**src/rtl/instr_fetch_pkg.sv**
```systemverilog
// Shared fetch-stage definitions: next-PC select codes, RV32I opcodes, NOP word and fetch FSM states.
package instr_fetch_pkg;

  localparam logic [1:0] PC_SEQ  = 2'b00;
  localparam logic [1:0] PC_JAL  = 2'b01;
  localparam logic [1:0] PC_JALR = 2'b10;
  localparam logic [1:0] PC_BR   = 2'b11;

  localparam logic [6:0] OPC_LOAD   = 7'b0000011;
  localparam logic [6:0] OPC_OP_IMM = 7'b0010011;
  localparam logic [6:0] OPC_AUIPC  = 7'b0010111;
  localparam logic [6:0] OPC_STORE  = 7'b0100011;
  localparam logic [6:0] OPC_OP     = 7'b0110011;
  localparam logic [6:0] OPC_LUI    = 7'b0110111;
  localparam logic [6:0] OPC_BRANCH = 7'b1100011;
  localparam logic [6:0] OPC_JALR   = 7'b1100111;
  localparam logic [6:0] OPC_JAL    = 7'b1101111;

  // addi x0, x0, 0
  localparam logic [31:0] NOP_WORD = 32'h0000_0013;

  typedef enum logic [1:0] {
    ST_IDLE,
    ST_REQ,
    ST_HOLD,
    ST_ERR
  } fetch_state_t;

  // Only bit 1 matters: bit 0 is cleared for jalr and always zero for jal/branch immediates.
  function automatic logic target_misaligned(input logic [31:0] addr);
    return addr[1];
  endfunction

endpackage

```
**src/rtl/next_pc_gen.sv**
```systemverilog
// Combinational next-PC selection for the fetch stage; all adds wrap modulo 2^32.
module next_pc_gen
  import instr_fetch_pkg::*;
(
  input  logic [31:0] pc,
  input  logic [1:0]  pc_src,
  input  logic        branch_taken,
  input  logic [31:0] imm_ext,
  input  logic [31:0] rs1_val,
  output logic [31:0] next_pc,
  output logic [31:0] pc_plus4,
  output logic        misaligned
);

  logic [31:0] pc_imm;
  logic [31:0] rs1_imm;

  always_comb begin
    pc_plus4 = pc + 32'd4;
    pc_imm   = pc + imm_ext;
    rs1_imm  = rs1_val + imm_ext;
    next_pc  = pc_plus4;
    unique case (pc_src)
      PC_SEQ:  next_pc = pc_plus4;
      PC_JAL:  next_pc = pc_imm;
      PC_JALR: next_pc = {rs1_imm[31:1], 1'b0};
      PC_BR:   next_pc = branch_taken ? pc_imm : pc_plus4;
      default: next_pc = pc_plus4;
    endcase
  end

  assign misaligned = target_misaligned(next_pc);

endmodule

```
**src/rtl/instr_fetch.sv**
```systemverilog
// Instruction fetch stage: requests a word at pc, holds it for downstream, then redirects via next_pc_gen.
module instr_fetch
  import instr_fetch_pkg::*;
#(
  parameter logic [31:0] RESET_PC  = 32'h0000_0000,
  parameter logic [31:0] NOP_INSTR = NOP_WORD
) (
  input  logic        clk,
  input  logic        rst,
  output logic        imem_req,
  output logic [31:0] imem_addr,
  input  logic        imem_rvalid,
  input  logic [31:0] imem_rdata,
  output logic [31:0] instr,
  output logic [31:0] pc,
  output logic [31:0] pc_plus4,
  output logic        instr_valid,
  input  logic        instr_ready,
  input  logic [1:0]  pc_src,
  input  logic        branch_taken,
  input  logic [31:0] imm_ext,
  input  logic [31:0] rs1_val,
  output logic        misalign_err
);

  fetch_state_t state_q, state_d;
  logic [31:0]  pc_q, pc_d;
  logic [31:0]  instr_q, instr_d;
  logic         req_q, req_d;
  logic         vld_q, vld_d;
  logic         err_q, err_d;

  logic [31:0]  next_pc;
  logic         next_misaligned;
  logic         handshake;

  next_pc_gen u_next_pc_gen (
    .pc           (pc_q),
    .pc_src       (pc_src),
    .branch_taken (branch_taken),
    .imm_ext      (imm_ext),
    .rs1_val      (rs1_val),
    .next_pc      (next_pc),
    .pc_plus4     (pc_plus4),
    .misaligned   (next_misaligned)
  );

  assign handshake = vld_q & instr_ready;

  always_comb begin
    state_d = state_q;
    pc_d    = pc_q;
    instr_d = instr_q;
    req_d   = req_q;
    vld_d   = vld_q;
    err_d   = err_q;
    unique case (state_q)
      ST_IDLE: begin
        state_d = ST_REQ;
        req_d   = 1'b1;
      end
      ST_REQ: begin
        if (imem_rvalid) begin
          instr_d = imem_rdata;
          state_d = ST_HOLD;
          req_d   = 1'b0;
          vld_d   = 1'b1;
        end
      end
      ST_HOLD: begin
        // Redirect inputs are only meaningful in the retire cycle.
        if (handshake) begin
          pc_d    = next_pc;
          instr_d = NOP_INSTR;
          vld_d   = 1'b0;
          if (next_misaligned) begin
            state_d = ST_ERR;
            err_d   = 1'b1;
          end else begin
            state_d = ST_REQ;
            req_d   = 1'b1;
          end
        end
      end
      ST_ERR: begin
        req_d = 1'b0;
        vld_d = 1'b0;
      end
      default: state_d = ST_IDLE;
    endcase
  end

  always_ff @(posedge clk or posedge rst) begin
    if (rst) begin
      state_q <= ST_IDLE;
      pc_q    <= RESET_PC;
      instr_q <= NOP_INSTR;
      req_q   <= 1'b0;
      vld_q   <= 1'b0;
      err_q   <= 1'b0;
    end else begin
      state_q <= state_d;
      pc_q    <= pc_d;
      instr_q <= instr_d;
      req_q   <= req_d;
      vld_q   <= vld_d;
      err_q   <= err_d;
    end
  end

  assign imem_req     = req_q;
  assign imem_addr    = pc_q;
  assign pc           = pc_q;
  assign instr        = instr_q;
  assign instr_valid  = vld_q;
  assign misalign_err = err_q;

endmodule

```
**config.mk**
```make
export PLATFORM = sky130hd
export DESIGN_NAME = instr_fetch
export DESIGN_NICKNAME = d
export VERILOG_FILES = /design/src/rtl/instr_fetch_pkg.sv /design/src/rtl/next_pc_gen.sv /design/src/rtl/instr_fetch.sv
export SDC_FILE = /design/constraint.sdc
export NUM_CORES = 1
export LEC_CHECK = 0
export ABC_AREA = 1
export CAP_MARGIN = 30
export CORE_UTILIZATION = 30
export CTS_CLUSTER_SIZE = 10
export DETAILED_ROUTE_END_ITERATION = 8
export PLACE_DENSITY = 0.61
export SLEW_MARGIN = 20
export SYNTH_ARGS = -nofsm -noshare
export SYNTH_HDL_FRONTEND = slang
export SYNTH_SLANG_ARGS = --single-unit
```
**constraint.sdc**
```tcl
create_clock -name clk -period 1.9 [get_ports clk]
set_input_delay 0.19 -clock clk [delete_from_list [all_inputs] [get_ports clk]]
set_output_delay 0.19 -clock clk [all_outputs]
set_load 0.01 [all_outputs]
```
==> run summary <==
The run finished, with violations left. The final reports fail on setup timing. Dividing the detail-routed wire length by the instance count gives 16.7 um. The number of antenna diodes in the final layout is 0.

The most numerous cell type found on the critical path is sky130_fd_sc_hd__buf_6. The die covers 31600 um^2. STA puts the critical path data arrival time at 2.42 ns. The detail route stage leaves a number of antenna-violating nets equal to 0.

Setup violations remaining at the end of the flow were counted as 50. The per-cell via count in the routed design was 4.82; the initial antenna violation count was 0. The run gives 12500 as the via count of the first global-routing pass. The switching power total was 11.7 mW; the number of enable flip-flop cells after synthesis was 0. Once detailed placement completed, the half-perimeter wirelength came to 33.6 mm.

Buffers inserted during clock tree synthesis total 9. The cell at the root of the clock tree was sky130_fd_sc_hd__clkbuf_16. The overall global routing resource usage is 27.1%, and the share of the cycle needed by the critical path after routing is 114%. The portion of synthesized area spent on multiplexers is 0%. After clock tree synthesis, the clock-pin slew on the worst setup and hold paths is 0.07 ns. Across the routed clock network, the largest skew measured is 0.00952 ns. The internal portion of total power was 12.7 mW. The register-to-register setup slack is -0.27 ns, and the worst slack at placement is -0.674 ns. By startpoint and endpoint, the worst setup path is classified as reg2reg. The x dimension of the die is 178 um, and the synthesized cell area is 9270 um^2. The average cell area after synthesis works out to 5.53 um^2. The combinational cell fraction of total power was 80.6%; the worst slew slack as a fraction of its limit was 71.3%. The peak supply drop was 0.803 mV.

Summing the areas of all compound-gate instances in the mapped netlist gives 8.53% of the synthesized area. The die height came out at 178 um. The min-delay analysis places its worst path in the category in2async. Summed over all layers, the global routing overflow is 0. The worst setup margin is -0.275 ns. Buffers inserted to repair hold after CTS numbered 0.

The placeable core region was 30000 um^2; the leakage power was 9.00 nW. The run gives 0.958 as the final weighted congestion in routability-driven placement. In this run the critical register-to-register path is captured at imem_addr[9]. After the first detailed-routing iteration, the DRC count stood at 786. The buffer levels on the longest clock path is 2, and the via count is 12600. For this configuration, the core starts out at a cell density of 30.9%. Commonest non-fill, non-tap cell in the layout: sky130_fd_sc_hd__nand2_1.

The Yosys step of the flow raised 0 warnings. TritonCTS built the clock tree. In this run, flip-flops and latches consume 12.3% of the power. The later pin in the worst-skew pair is clocked with a latency of 0.35 ns.

Per report_power, the clock group accounts for 7.1% of the total. The boundary pin count was 234. Xor/xnor share of the synthesized area: 1.70%. The count of buffers inserted at the top-level ports came out at 233.

The ratio of total power to cell area came out at 1420 nW/um^2. The buffering stage count on the worst path with inverters included was 4; the distinct cell type count after synthesis was 43. The slew at the pin closest to its max-slew limit was 0.431 ns; the share of synthesized registers carrying an async set or reset was 100%. The launch instance of the worst register-to-register path is imem_addr[6]. In the final timing run, aggregate negative setup slack is -7.35 ns. The proportion of total power due to net switching was 47.9%; the depth of the critical timing path with buffers and inverters included was 13.

The timing-limited maximum frequency was 460 MHz. After detailed routing, the number of remaining DRC violations is 0. The most critical setup path has its startpoint at imem_addr[6]. At the end of the flow, the number of nets in the layout was 2396.

Across the run, the number of max-cap violations was 0. Setup repair after global routing could not meet its margin everywhere. The pin count of the biggest net entering global routing is 70, and the share of layout cells above drive strength 1 is 37.8%. In this run, synthesis produced a sequential element count of 69. STA classifies the critical path startpoint as a flip-flop. The length in cells of the worst reg-to-reg path works out to 13. The largest single stage delay on the critical path is 0.41 ns. In this run the core area contains 63 standard-cell rows. STA classifies the critical path endpoint as a flip-flop.

After synthesis, the largest family of logic cells by area is simple AND/OR/NAND/NOR gates. In this run the worst setup path terminates at imem_addr[9]. The max-slew violation count is 0. Among all flip-flop cells after synthesis, the most frequent one is sky130_fd_sc_hd__dfrtp_1. The area growth from synthesis to layout is 85.5%. The biggest fanout along the worst timing path works out to 4. The first global-routing pass estimated 65.8 mm of wire. The master of the slowest instance on the critical path is sky130_fd_sc_hd__dfrtp_2.

In this run the number of H-tree levels came out at 3. Of the total synthesized cell area, the portion taken by AND, OR, NAND and NOR gates is 44.7%. Subtracting the final worst setup slack from the clock period gives 2.17 ns. The first detailed-routing pass ran for 5 iterations. For the number of hold-slack violations in the final timing report, the log shows 0. Leaving out fill and tap cells, the most frequent cells in the layout are sky130_fd_sc_hd__nand2_1, sky130_fd_sc_hd__buf_4, sky130_fd_sc_hd__inv_1. Grouping stages by cell kind, the critical path spends the most delay in simple AND/OR/NAND/NOR gates. Counting every net in the synthesized netlist gives 1847. After technology mapping, the gate count stands at 1676. Summing the sequential cell areas from Yosys gives 18.7% of the chip area.

Of the total synthesized cell area, the portion taken by full adders, half adders and majority gates is 9.34%. Traced cell by cell, the critical path runs through buf_6, ha_4, nand2_4, nor2_4, buf_6, nand3_2, nand3b_1, buf_4, nand2_2, nand3_4, nand4_1, o21ai_1, inv_1. The total number of clock tree sinks was 69; the worst path required time was 2.14 ns. Wires add up to 43.8 mm.
cell type report:
class,instances,area (um^2)
Clock inverter,7,63.8
Clock buffer,9,225
Sequential cell,69,1760
Tap cell,390,488
Timing Repair Buffer,598,5340
Inverter,324,1220
Multi-Input combinational cell,1223,8100
Fill cell,2768,12800
timing repair:
| action | in CTS | in global routing |
|---|---|---|
| gates resized for setup | 541 | 206 |
| endpoints found under the setup margin | 62 | 60 |
| pin swaps | 132 | 124 |
| setup buffers | 73 | 22 |
| hold endpoints to repair | 0 | 0 |
power groups by stage:
| stage | Clock, mW | Sequential (mW) | Combinational [mW] |
|---|---|---|---|
| 2_1_floorplan | 0 | 3.21 | 6.55 |
| 3_3_place_gp | 0 | 3.06 | 14.2 |
| 3_5_place_dp | 0 | 3.04 | 14.3 |
| 4_1_cts | 1.76 | 2.96 | 17.9 |
| 5_1_grt | 1.80 | 3.08 | 21.1 |
| 6_report | 1.73 | 3.01 | 19.7 |
through the flow:
stage	hold slack (ns)	instance area (um^2)	util, %	power (mW)	std cells
floorplan	0.322	9300	-	9.77	1676
global placement	0.461	13900	46.4	17.2	2517
detailed placement	0.456	13900	46.4	17.3	2517
CTS	0.312	16300	54.4	22.6	2600
global route	0.368	17200	57.3	26.0	2620
finish	0.294	17200	57.3	24.4	2620
cells in the mapped netlist (all sizes together), types with 4 or more instances:
cell    number  area [um^2]
o22ai        4         25.0
nand3      163          828
and3         4         25.0
o21ai       75          383
nand4       10         62.6
clkbuf      18         71.3
and2         5         31.3
nand3b      16          120
ha          66          826
xnor2        4         35.0
xor2        14          123
a21oi       53          265
nor2       121          482
nor3        13         70.1
inv        324         1220
o21bai       4         30.0
or2         12         75.1
dfrtp       66         1650
nand2      643         2430
buf         42          292
worst min-delay path, stage by stage:
cell                              delay (ns)
sky130_fd_sc_hd__clkdlybuf4s50_1        0.44
sky130_fd_sc_hd__clkinvlp_4             0.09
sky130_fd_sc_hd__buf_12                 0.34
cell families (layout without fill, tap and decap cells):
kind of cell	count (synthesis)	after routing
flip-flops	69	69
buffers and inverters	384	938
adder cells (fa/ha/maj)	68	68
AND/OR/NAND/NOR	990	990
AO/OA/AOI/OAI	147	147
XOR/XNOR	18	18
metal layers:
layer  routed length (um)  part of all wire [%]  vias up  GRT usage [%]
li1                     -                     -     6235              -
met5                    0                     0        -              0
met4                 1420                   3.3        0           9.01
met3                 2830                   6.5       90           4.88
met1                19200                    44     5890           34.6
met2                20300                    46      413           45.7
worst min path at each step:
stage | start | end | slack, ns
floorplan | imem_rdata[0] | instr[0] | 0.32
global placement | misalign_err | misalign_err | 0.46
detailed placement | misalign_err | misalign_err | 0.46
CTS | rst | imem_addr[31] | 0.31
global route | rst | imem_addr[31] | 0.37
finish | rst | imem_addr[31] | 0.29
state kept, by name (all words and copies together) (netlist names):
signal / cells
imem_addr: 32
imem_req: 1
instr: 32
instr_valid: 1
misalign_err: 1
state_q: 2
Note: power is estimated with default switching activity, not from simulation.
